File: src/rtl/sen_lut_arbiter.sv
// Round-robin arbiter in front of the shared sine lookup memory (senFuncMem).
// One lane is granted per cycle. The memory is read combinationally through
// rom_a, and the sample is captured into a response register together with
// the owning lane index. Addresses at or beyond AMOUNT never reach the
// memory: they are answered with a zero sample and the oob flag set.
//
// Handshakes:
//   request side  - req[i] is held (with a stable addr slice) until the lane
//                   sees gnt[i]=1 at a rising edge; that edge accepts it.
//   response side - resp_valid/resp_ready: a response leaves on any edge
//                   where both are 1. While resp_valid=1 and resp_ready=0
//                   (stall) the response is frozen and no grant is issued.
module sen_lut_arbiter #(
  parameter int WIDTH  = 24,
  parameter int AMOUNT = 302,
  parameter int LANES  = 4,
  parameter int AW     = 9,
  parameter int LW     = 2
) (
  input  logic                  clk,
  input  logic                  rst,
  input  logic [LANES-1:0]      req,
  input  logic [LANES*AW-1:0]   addr,
  output logic [LANES-1:0]      gnt,
  output logic [AW-1:0]         rom_a,
  input  logic [WIDTH-1:0]      rom_rd,
  output logic                  resp_valid,
  input  logic                  resp_ready,
  output logic [LW-1:0]         resp_lane,
  output logic [WIDTH-1:0]      resp_data,
  output logic                  resp_oob
);

  // One extra bit so AMOUNT == 2**AW still compares correctly.
  localparam logic [AW:0]   AMOUNT_W = AMOUNT[AW:0];
  localparam logic [LW-1:0] LAST     = LW'(LANES - 1);

  logic [LW-1:0] ptr;
  logic          stall;
  logic          gnt_any;
  logic [LW-1:0] gnt_idx;
  logic [LW-1:0] ptr_next;
  logic [AW-1:0] sel_addr;
  logic          sel_oob;

  assign stall = resp_valid & ~resp_ready;

  // Lane reached after stepping 'off' positions from 'base', wrapping mod LANES.
  function automatic logic [LW-1:0] lane_at(input logic [LW-1:0] base, input int off);
    int s;
    s = int'(base) + off;
    if (s >= LANES) s = s - LANES;
    return LW'(s);
  endfunction

  // Pick the first requesting lane starting at ptr; nothing while stalled or in reset.
  always_comb begin
    gnt     = '0;
    gnt_any = 1'b0;
    gnt_idx = '0;
    if (!rst && !stall) begin
      for (int j = 0; j < LANES; j++) begin
        if (!gnt_any && req[lane_at(ptr, j)]) begin
          gnt_any = 1'b1;
          gnt_idx = lane_at(ptr, j);
        end
      end
    end
    gnt[gnt_idx] = gnt_any;
  end

  // Route the granted lane's address to the memory, masking out-of-range ones.
  always_comb begin
    sel_addr = addr[int'(gnt_idx)*AW +: AW];
    sel_oob  = ({1'b0, sel_addr} >= AMOUNT_W);
    rom_a    = (gnt_any && !sel_oob) ? sel_addr : '0;
    ptr_next = (gnt_idx == LAST) ? '0 : gnt_idx + 1'b1;
  end

  // Response register and round-robin pointer.
  always_ff @(posedge clk or posedge rst) begin
    if (rst) begin
      resp_valid <= 1'b0;
      resp_lane  <= '0;
      resp_data  <= '0;
      resp_oob   <= 1'b0;
      ptr        <= '0;
    end else if (gnt_any) begin
      resp_valid <= 1'b1;
      resp_lane  <= gnt_idx;
      resp_oob   <= sel_oob;
      resp_data  <= sel_oob ? '0 : rom_rd;
      ptr        <= ptr_next;
    end else if (resp_ready) begin
      resp_valid <= 1'b0;
    end
  end

endmodule
File: config.mk
export PLATFORM = sky130hd
export DESIGN_NAME = sen_lut_arbiter
export DESIGN_NICKNAME = d
export VERILOG_FILES = /design/src/rtl/sen_lut_arbiter.sv
export SDC_FILE = /design/constraint.sdc
export NUM_CORES = 1
export LEC_CHECK = 0
export CORE_MARGIN = 2
export CORE_UTILIZATION = 35
export CTS_CLUSTER_DIAMETER = 150
export DETAILED_ROUTE_END_ITERATION = 8
export PLACE_DENSITY_LB_ADDON = 0.1
export SLEW_MARGIN = 25
export SYNTH_ARGS = -nofsm -noshare
export SYNTH_HDL_FRONTEND = slang
export SYNTH_SLANG_ARGS = --single-unit
File: constraint.sdc
create_clock -name clk -period 2.8 [get_ports clk]
set_input_delay 0.28 -clock clk [delete_from_list [all_inputs] [get_ports clk]]
set_output_delay 0.28 -clock clk [all_outputs]
set_load 0.01 [all_outputs]
## Word-level counts from Yosys, hierarchy flattened

Index checks and enable logic that the tools add are counted.

- Add/subtract/negate cells: 8
- $mul: 1
- Equality and inequality tests: 1
- Bitwise gates (word level): 3
- Shift-type cells: 1
- Muxes and demuxes: 36
- Reductions and logical operators: 13
- $lt $le $gt $ge: 11

Operators by type and width:

| kind | count |
|---|---|
| variable part select 36 x 7 -> 9 bit | 1 |
| 2-to-1 mux 2 bit | 14 |
| 2-to-1 mux 24 bit | 1 |
| less-than comparator 2 x 3 -> 1 bit, second input constant | 5 |
| 2-to-1 mux 1 bit | 15 |
| >= comparator 3 bit, second input constant | 3 |
| >= comparator 9 bit, second input constant | 1 |
| 2-to-1 mux 9 bit | 1 |
| binary-select mux 1 bit (select 2 bit) | 4 |
| subtractor 2 x 1 -> 2 bit, second input constant | 4 |
| adder 2 x 2 -> 3 bit, second input constant | 2 |
| logical AND 1 bit | 6 |
| logical NOT 1 bit | 6 |
| multiplier 2 x 4 -> 6 bit, second input constant | 1 |
| bitwise AND 4 bit | 1 |
| adder 2 x 1 -> 3 bit, second input constant | 1 |
| >= comparator 2 x 3 -> 1 bit, second input constant | 1 |
| adder 2 x 1 -> 2 bit, second input constant | 1 |
| demux 1 bit (select 2 bit) | 1 |
| equality test 2 bit, second input constant | 1 |
| >= comparator 2 x 1 -> 1 bit, second input constant | 1 |
| nonzero test 2 bit | 1 |
| bitwise AND 1 bit | 1 |
| inverter 1 bit | 1 |

- Logic and storage cells: 79
- Output and inout bits: 41
- Register bits after elaboration: 30

## Longest topological paths before layout

Gate-level depths: netlist of run 1.

- Depth in word-level cells: 27
- Mapped depth: 10

## Worst setup path after synthesis of run 1

Ideal clock, no wire load.

- Path kind: flip-flop to output port
- Start: register resp_valid
- End: output rom_a[0]
- Buffers on the path: 3
- Setup slack: 0.043 ns
- Cell stages (with the launch flop): 10
- Arrival: 2.477 ns
- Cells stage by stage: dfrtp_1 -> nor2b_1 -> a211o_1 -> buf_6 -> or3_4 -> buf_6 -> mux4_2 -> a21boi_4 -> buf_6 -> nor3b_2

- Longest elaborated chain between the ends: 10
- Elaborated cells between the ends (all ways): 11

Ends and longest elaborated chain:

| what | line | text |
|---|---|---|
| from (decl) | 27 | `output logic resp_valid,` |
| from (signal assigned) | 83 | `resp_valid <= 1'b0;` |
| from (signal assigned) | 89 | `resp_valid <= 1'b1;` |
| from (signal assigned) | 95 | `resp_valid <= 1'b0;` |
| bitwise AND 1 bit (*) | 46 | `assign stall = resp_valid & ~resp_ready;` |
| logical NOT 1 bit (*) | 61 | `if (!rst && !stall) begin` |
| logical AND 1 bit (*) | 61 |  |
| 2-to-1 mux 2 bit | 61 |  |
| multiplier 2 x 4 -> 6 bit | 74 | `sel_addr = addr[int'(gnt_idx)*AW +: AW];` |
| variable part select 36 x 7 -> 9 bit | 74 |  |
| >= comparator 9 bit | 75 | `sel_oob = ({1'b0, sel_addr} >= AMOUNT_W);` |
| logical NOT 1 bit | 76 | `rom_a = (gnt_any && !sel_oob) ? sel_addr : '0;` |
| logical AND 1 bit | 76 |  |
| 2-to-1 mux 9 bit (*) | 76 |  |
| to (decl) | 25 | `output logic [AW-1:0] rom_a,` |

Mark *: on every way between the ends. The rest lies on a longest branch, timed or not.

## Worst setup path in the final report of run 1

- Start: register ptr[1]
- End: output rom_a[2]

- Longest elaborated chain between the ends: 25
- Elaborated cells between the ends (all ways): 52

Ends and longest elaborated chain:

| what | line | text |
|---|---|---|
| from (decl) | 38 | `logic [LW-1:0] ptr;` |
| from (signal assigned) | 93 | `ptr <= ptr_next;` |
| >= comparator 2 x 3 -> 1 bit or subtractor 2 x 1 -> 2 bit (tied branches) | 52 | `if (s >= LANES) s = s - LANES;` |
| 2-to-1 mux 2 bit | 52 |  |
| 2-to-1 mux 2 bit | 61 |  |
| binary-select mux 1 bit (select 2 bit) | 63 | `if (!gnt_any && req[lane_at(ptr, j)]) begin` |
| 2-to-1 mux 1 bit (not written as such) | 63 |  |
| 2-to-1 mux 1 bit | 63 |  |
| 2-to-1 mux 1 bit | 61 |  |
| logical NOT 1 bit | 63 |  |
| [... 9 more ...] | -- |  |
| 2-to-1 mux 2 bit | 63 |  |
| 2-to-1 mux 2 bit | 61 |  |
| multiplier 2 x 4 -> 6 bit | 74 |  |
| variable part select 36 x 7 -> 9 bit | 74 |  |
| >= comparator 9 bit | 75 |  |
| logical NOT 1 bit | 76 |  |
| logical AND 1 bit | 76 |  |
| 2-to-1 mux 9 bit (*) | 76 |  |

Mark *: on every way between the ends. The rest lies on a longest branch, timed or not. The select of a mux whose other input is x is not followed.

==> results.py, run 1 <==
metrics = {
    "layout": {
        "final_net_count": 402,
        "layout_commonest_cell": "clkdlybuf4s50_1",
        "drive_above_1_share": 0.304,
        "antennaDiodeCount": 0,
        "final_core_util": 0.657,
        "synthToLayoutAreaGrowth_pct": 77.8,
        "final_cell_mix": "89 x clkdlybuf4s50_1, 58 x nand2_1, 36 x buf_4, 29 x dfrtp_1, 17 x o21ai_2",
    },
    "detailed_routing": {
        "vias_per_cell": 4.86,
        "route.detailed.drc": 0,
        "drt-initial-drc-count": 54,
        "drtPass1Iterations": 4,
        "wirelength_mm": 5.71,
        "drtAntennaViolNets": 0,
        "avgRoutedWirePerCell_um": 14.2,
        "via_count": 1952,
    },
    "timing": {
        "max_slew_margin": 0.699,
        "slew_violations": 0,
        "fmax_mhz": 359,
        "tightest_slew_ns": 0.451,
        "worst_clock_skew_ns": 0.00512,
        "min_period_ns": 2.78,
        "timing.final.ws_setup_ns": 0.0183,
        "setup_viol": 0,
        "hold_viol": 0,
        "rsz0062_at_grt": "yes",
        "period_share": 0.993,
    },
    "global_routing": {
        "grt_pass1_vias": 2100,
        "antenna_found_initial": 0,
        "grt_pass1_wl_mm": 9.45,
        "grt.overflow.total": 0,
        "grt_max_degree": 37,
        "grtUsageTotal": 0.194,
    },
    "cts": {
        "cts_max_level": 2,
        "cts_tree": "yes",
        "root_buffer": "clkbuf_8",
        "clk_pin_slew_worst_paths_ns": 0.06,
        "cts_max_path_buffers": 2,
        "clock_latency_ns": 0.27,
        "cts_buffers": 5,
        "cts.sinks": 30,
    },
    "floorplan": {
        "die_x_um": 77.9,
        "dieArea_um2": 6070,
        "fp-row-count": 26,
        "fp.coreArea_um2": 5170,
        "ios": 108,
        "chipHeight_um": 77.9,
        "initial_core_util": 0.369,
    },
    "worst_setup_path": {
        "cp.arrival_ns": 2.50,
        "required_ns": 2.52,
        "worstSetupPathType": "reg2out",
        "r2r_slack_ns": 0.27,
        "cp_max_fo": 7,
        "start_kind": "flip-flop",
        "crit_path_end_kind": "output pin",
    },
    "placement": {
        "io_buffers": 107,
        "gp_congestion": 0.873,
        "dp_slack_ns": -0.533,
        "hpwlAfterDp_mm": 4.46,
    },
    "synthesis": {
        "ys_types": 34,
        "seq_area_frac_synth": 0.393,
        "postSynthCellCount": 192,
        "synth_nets": 263,
        "ys_ff_latch": 30,
        "synthesis.area_um2": 1910,
        "synth_warnings": 0,
        "synth.avg_cell_area_um2": 9.95,
    },
    "pwr": {
        "leakagePower_nw": 1.53,
        "vdd_drop_max_mv": 0.203,
        "p_per_area_nw_per_um2": 535,
    },
    "run_status": {
        "outcome": "finished clean",
    },
    "worst_hold_path": {
        "min_path_type": "in2async",
    },
    "flow_run": {
        "drv_cap": 0,
    },
}
[cell type report]
type	count	area, um2
multi-input combinational	147	1120
clock buffer	8	110
fill	429	1780
inverter	3	12.5
tap	70	87.6
timing repair buffer	144	1320
sequential	30	752
[routing by layer]
metal  wire [um]  global-route usage  part of all wire  up-vias
li1            -                   -                 -      945
met1        2350               0.235              0.41      934
met2        2990               0.347              0.52       67
met3         314              0.0314             0.055        6
met4          57              0.0625             0.010        0
met5           0                   0                 0        -
[critical path, cell delays in order (launching register included)]
cell	delay, ns
dfrtp_2	0.46
mux2i_1	0.21
o22ai_1	0.09
or3_4	0.40
mux4_2	0.45
a21boi_4	0.17
buf_12	0.13
nor3b_2	0.15
buf_2	0.16
[what timing repair did]
| action | 4_1_cts | 5_1_grt |
|---|---|---|
| endpoints found under the hold margin | 0 | 0 |
| resized for setup | 47 | 6 |
| pin swaps | 4 | 4 |
| hold buffers | 0 | 0 |
| buffers inserted | 2 | 1 |
| endpoints found under the setup margin | 13 | 11 |
| gates cloned | 0 | 0 |
[kinds of logic (layout without fill, tap and decap cells)]
kind of cell,Yosys count,count (layout),share of synthesized area
AOI/OAI and AO/OA,45,45,0.187
and+or+nand+nor,87,87,0.227
adders and majority gates,4,4,0.0262
DFF,30,30,0.393
buffers and inverters,15,155,0.0491
muxes,11,11,0.117
[Yosys cell counts]
cell	number	area, um2
nand2_1	58	218
dfrtp_1	30	751
o21ai_2	17	149
mux4_2	9	203
nor2_1	7	26.3
o21ai_1	7	35.0
and2_1	6	37.5
clkbuf_1	6	22.5
nor3b_2	6	75.1
buf_6	5	56.3
a31o_2	4	35.0
ha_1	4	50.1
a211o_1	3	26.3
a211oi_1	3	22.5
nand2b_1	3	18.8
o21ai_0	3	15.0
inv_1	2	7.51
o211a_1	2	20.0
o221ai_1	2	17.5
a21boi_4	1	18.8
a21o_1	1	7.51
a21oi_1	1	5.00
and2b_1	1	7.51
and4bb_2	1	12.5
buf_1	1	3.75
clkinv_1	1	3.75
mux2_2	1	11.3
mux2i_1	1	10.0
nand3_1	1	5.00
nor2b_1	1	6.26
nor4bb_1	1	10.0
o22ai_1	1	6.26
or2_2	1	6.26
or3_4	1	11.3
[sequential cells by signal (all words and copies together) (netlist names)]
signal and cells:
resp_data 24, resp_lane 2, resp_oob 1, resp_valid 1, ptr 2
[through the flow]
| step | hold WS, ns | power [W] | setup TNS [ns] | area (um2) | std cells |
|---|---|---|---|---|---|
| 2_1_floorplan | 0.371 | 0.000976 | 0 | 1910 | 192 |
| 3_3_place_gp | 0.459 | 0.00141 | -4.32 | 3270 | 391 |
| 3_5_place_dp | 0.464 | 0.00142 | -4.89 | 3270 | 391 |
| 4_1_cts | 0.358 | 0.00183 | -0.114 | 3370 | 401 |
| 5_1_grt | 0.362 | 0.00193 | -0.426 | 3400 | 402 |
| 6_report | 0.365 | 0.00182 | 0 | 3400 | 402 |
[report_power, final]
part           internal [W]  switching, W
Combinational      0.000483      0.000347
Sequential         0.000529     0.0000623
Clock              0.000248      0.000149
Total               0.00126      0.000558
[path summary, 6_finish.rpt]
path                            depth (start not counted)                 startpoint                        end
worst max-delay path                                    8         ptr[1]$_DFFE_PP0P_                   rom_a[2]
worst min-delay path                                    3                        rst     resp_valid$_DFFE_PP0P_
worst max register to register                          8         ptr[1]$_DFFE_PP0P_       resp_oob$_DFFE_PP0P_
worst min register to register                          2  resp_data[15]$_DFFE_PP0P_  resp_data[15]$_DFFE_PP0P_
max in group asynchronous                               4                        rst         ptr[1]$_DFFE_PP0P_
min in group clk                                        3                 resp_ready     resp_valid$_DFFE_PP0P_
No activity file was read; power rests on OpenSTA's default activity.
==> run 2, diff against run 1 <==
--- a/config.mk
+++ b/config.mk
@@ -6,7 +6,7 @@
 export NUM_CORES = 1
 export LEC_CHECK = 0
 export CORE_MARGIN = 2
-export CORE_UTILIZATION = 35
+export CORE_UTILIZATION = 39
 export CTS_CLUSTER_DIAMETER = 150
 export DETAILED_ROUTE_END_ITERATION = 8
 export PLACE_DENSITY_LB_ADDON = 0.1
==> results.py, run 2 (synthesis gave the netlist of run 1 again) <==
metrics = {
    "pwr": {
        "seq_power_share": 0.321,
        "sw_frac_of_total": 0.310,
        "combPwrFrac": 0.448,
        "internal_power_w": 0.00126,
        "leakagePower_nw": 1.48,
        "vdd_drop_max_mv": 0.296,
        "power_w": 0.00183,
        "p_switching_w": 0.000567,
        "p_clk_frac": 0.232,
        "p_per_area_nw_per_um2": 548,
    },
    "floorplan": {
        "dieArea_um2": 5470,
        "initial_core_util": 0.405,
        "fp-row-count": 25,
        "die_x_um": 74.0,
        "chipHeight_um": 74.0,
        "ios": 108,
        "fp.coreArea_um2": 4720,
    },
    "layout": {
        "largestRegisters": "resp_data x24, ptr x2, resp_lane x2",
        "largest_reg_flops": 24,
        "layout_commonest_cell": "clkdlybuf4s50_1",
        "fillers": 399,
        "final_core_util": 0.706,
        "fin_cells": 391,
        "drive_above_1_share": 0.290,
        "antennaDiodeCount": 0,
        "stdcell_area_um2": 3330,
        "final_cell_mix": "90 x clkdlybuf4s50_1, 58 x nand2_1, 29 x dfrtp_1, 28 x buf_4, 17 x o21ai_2",
        "synthToLayoutAreaGrowth_pct": 74.5,
        "largest-register": "resp_data",
        "final_net_count": 394,
    },
    "cts": {
        "cts_max_path_buffers": 2,
        "clk_pin_slew_worst_paths_ns": 0.06,
        "root_buffer": "clkbuf_8",
        "cts_tree": "yes",
        "cts_buffers": 5,
        "cts_max_level": 2,
        "clock_latency_ns": 0.28,
        "ctsHoldBuffers": 0,
        "cts.sinks": 30,
    },
    "worst_setup_path": {
        "crit_path_cell_trace": "nor2b_4 > a211o_1 > or3_4 > mux4_2 > a21boi_4 > buf_12 > nor3b_4 > buf_2",
        "crit_path_end_kind": "output pin",
        "worstSetupPathType": "reg2out",
        "slowest_delay_ns": 0.45,
        "start_kind": "flip-flop",
        "slowest_stage": "mux4_2",
        "cp.arrival_ns": 2.59,
        "cp_max_fo": 5,
        "required_ns": 2.52,
    },
    "global_routing": {
        "grt_max_degree": 37,
        "grtUsageTotal": 0.211,
        "grt_pass1_wl_mm": 8.85,
        "grt_pass1_vias": 1954,
        "grt.overflow.total": 0,
        "antenna_found_initial": 0,
    },
    "detailed_routing": {
        "avgRoutedWirePerCell_um": 13.9,
        "drt-initial-drc-count": 56,
        "route.detailed.drc": 0,
        "drtAntennaViolNets": 0,
        "via_count": 1942,
        "wirelength_mm": 5.45,
        "vias_per_cell": 4.97,
        "drtPass1Iterations": 4,
    },
    "run_status": {
        "outcome": "finished, violations left",
        "failed_checks": "negative setup slack",
    },
    "placement": {
        "placed_area_um2": 3180,
        "hpwlAfterDp_mm": 4.21,
        "io_buffers": 107,
        "dp_cells": 379,
        "gp_congestion": 0.800,
    },
    "timing": {
        "max_slew_margin": 0.572,
        "fmax_mhz": 348,
        "min_period_ns": 2.87,
        "setup_viol": 6,
        "rsz0062_at_grt": "yes",
        "hold_viol": 0,
        "period_share": 1.03,
        "whs_ns": 0.356,
        "slew_violations": 0,
        "tightest_slew_ns": 0.642,
        "worst_clock_skew_ns": 0.00377,
        "timing.final.ws_setup_ns": -0.0718,
    },
    "worst_hold_path": {
        "min_path_type": "in2reg",
    },
    "flow_run": {
        "drv_cap": 0,
    },
}
run 2: cell count changes in the layout (fill, tap and decap cells not counted), sizes merged:
cell,change
clkbuf,-3
buf,-8
dlymetal6s2s,+1
clkdlybuf4s50,+1
bufinv,+1
dlygate4sd2,-2
clkinv,+2
run 2: worst paths after layout:
check,depth (start not counted),to,slack [ns],start
hold / removal,3,resp_valid$_DFFE_PP0P_,0.36,resp_ready
min in group asynchronous,3,ptr[0]$_DFFE_PP0P_,0.58,rst
hold reg to reg,2,resp_data[12]$_DFFE_PP0P_,0.47,resp_data[12]$_DFFE_PP0P_
setup reg to reg,8,resp_oob$_DFFE_PP0P_,0.22,resp_valid$_DFFE_PP0P_
max in group asynchronous,4,resp_data[17]$_DFFE_PP0P_,1.59,rst
setup / recovery,8,rom_a[1],-0.07,resp_valid$_DFFE_PP0P_
run 2: stage by stage:
step / worst slack, ns / setup TNS [ns]
3_3_place_gp: -0.401 / -5.11
6_report: -0.0718 / -0.239
5_1_grt: -0.147 / -0.876
2_1_floorplan: 0.0428 / 0
3_5_place_dp: -0.478 / -6.11
4_1_cts: -0.102 / -0.351
run 2: cell type report:
| type | instances | area (um2) | area share |
|---|---|---|---|
| repair buffers | 136 | 1260 | 0.379 |
| inverters | 3 | 12.5 | 0.00375 |
| well taps | 67 | 83.8 | 0.0251 |
| flip-flops and latches | 30 | 752 | 0.226 |
| clock buffers | 5 | 68.8 | 0.0206 |
| multi-input cells | 147 | 1110 | 0.334 |
| clock inverters | 3 | 40.0 | 0.0120 |
run 2: metal layers:
metal / vias up / global-route usage / part of all wire
met1: 908 / 0.237 / 0.41
met4: 0 / 0.0869 / 0.023
met3: 12 / 0.0434 / 0.064
met5: - / 0 / 0
li1: 934 / - / -
met2: 88 / 0.387 / 0.51
run 2: critical path, delay by kind of cell, from the launching register on:
family	cells	cell delay, ns
buffers and inverters	2	0.31
AND/OR/NAND/NOR	3	0.70
flip-flops	1	0.38
AO/OA/AOI/OAI	2	0.46
multiplexers	1	0.45
run 2: timing repair:
action | 4_1_cts | 5_1_grt
setup endpoints to repair | 13 | 10
pin swaps | 5 | 3
setup buffers | 7 | 1
resized for setup | 43 | 9
endpoints found under the hold margin | 0 | 0
run 2: power groups by stage:
stage / registers, W / clock network, W / logic (W)
6_report: 0.000586 / 0.000423 / 0.000818
3_3_place_gp: 0.000590 / 0 / 0.000787
4_1_cts: 0.000587 / 0.000431 / 0.000816
5_1_grt: 0.000600 / 0.000452 / 0.000884
2_1_floorplan: 0.000630 / 0 / 0.000347
3_5_place_dp: 0.000593 / 0 / 0.000794
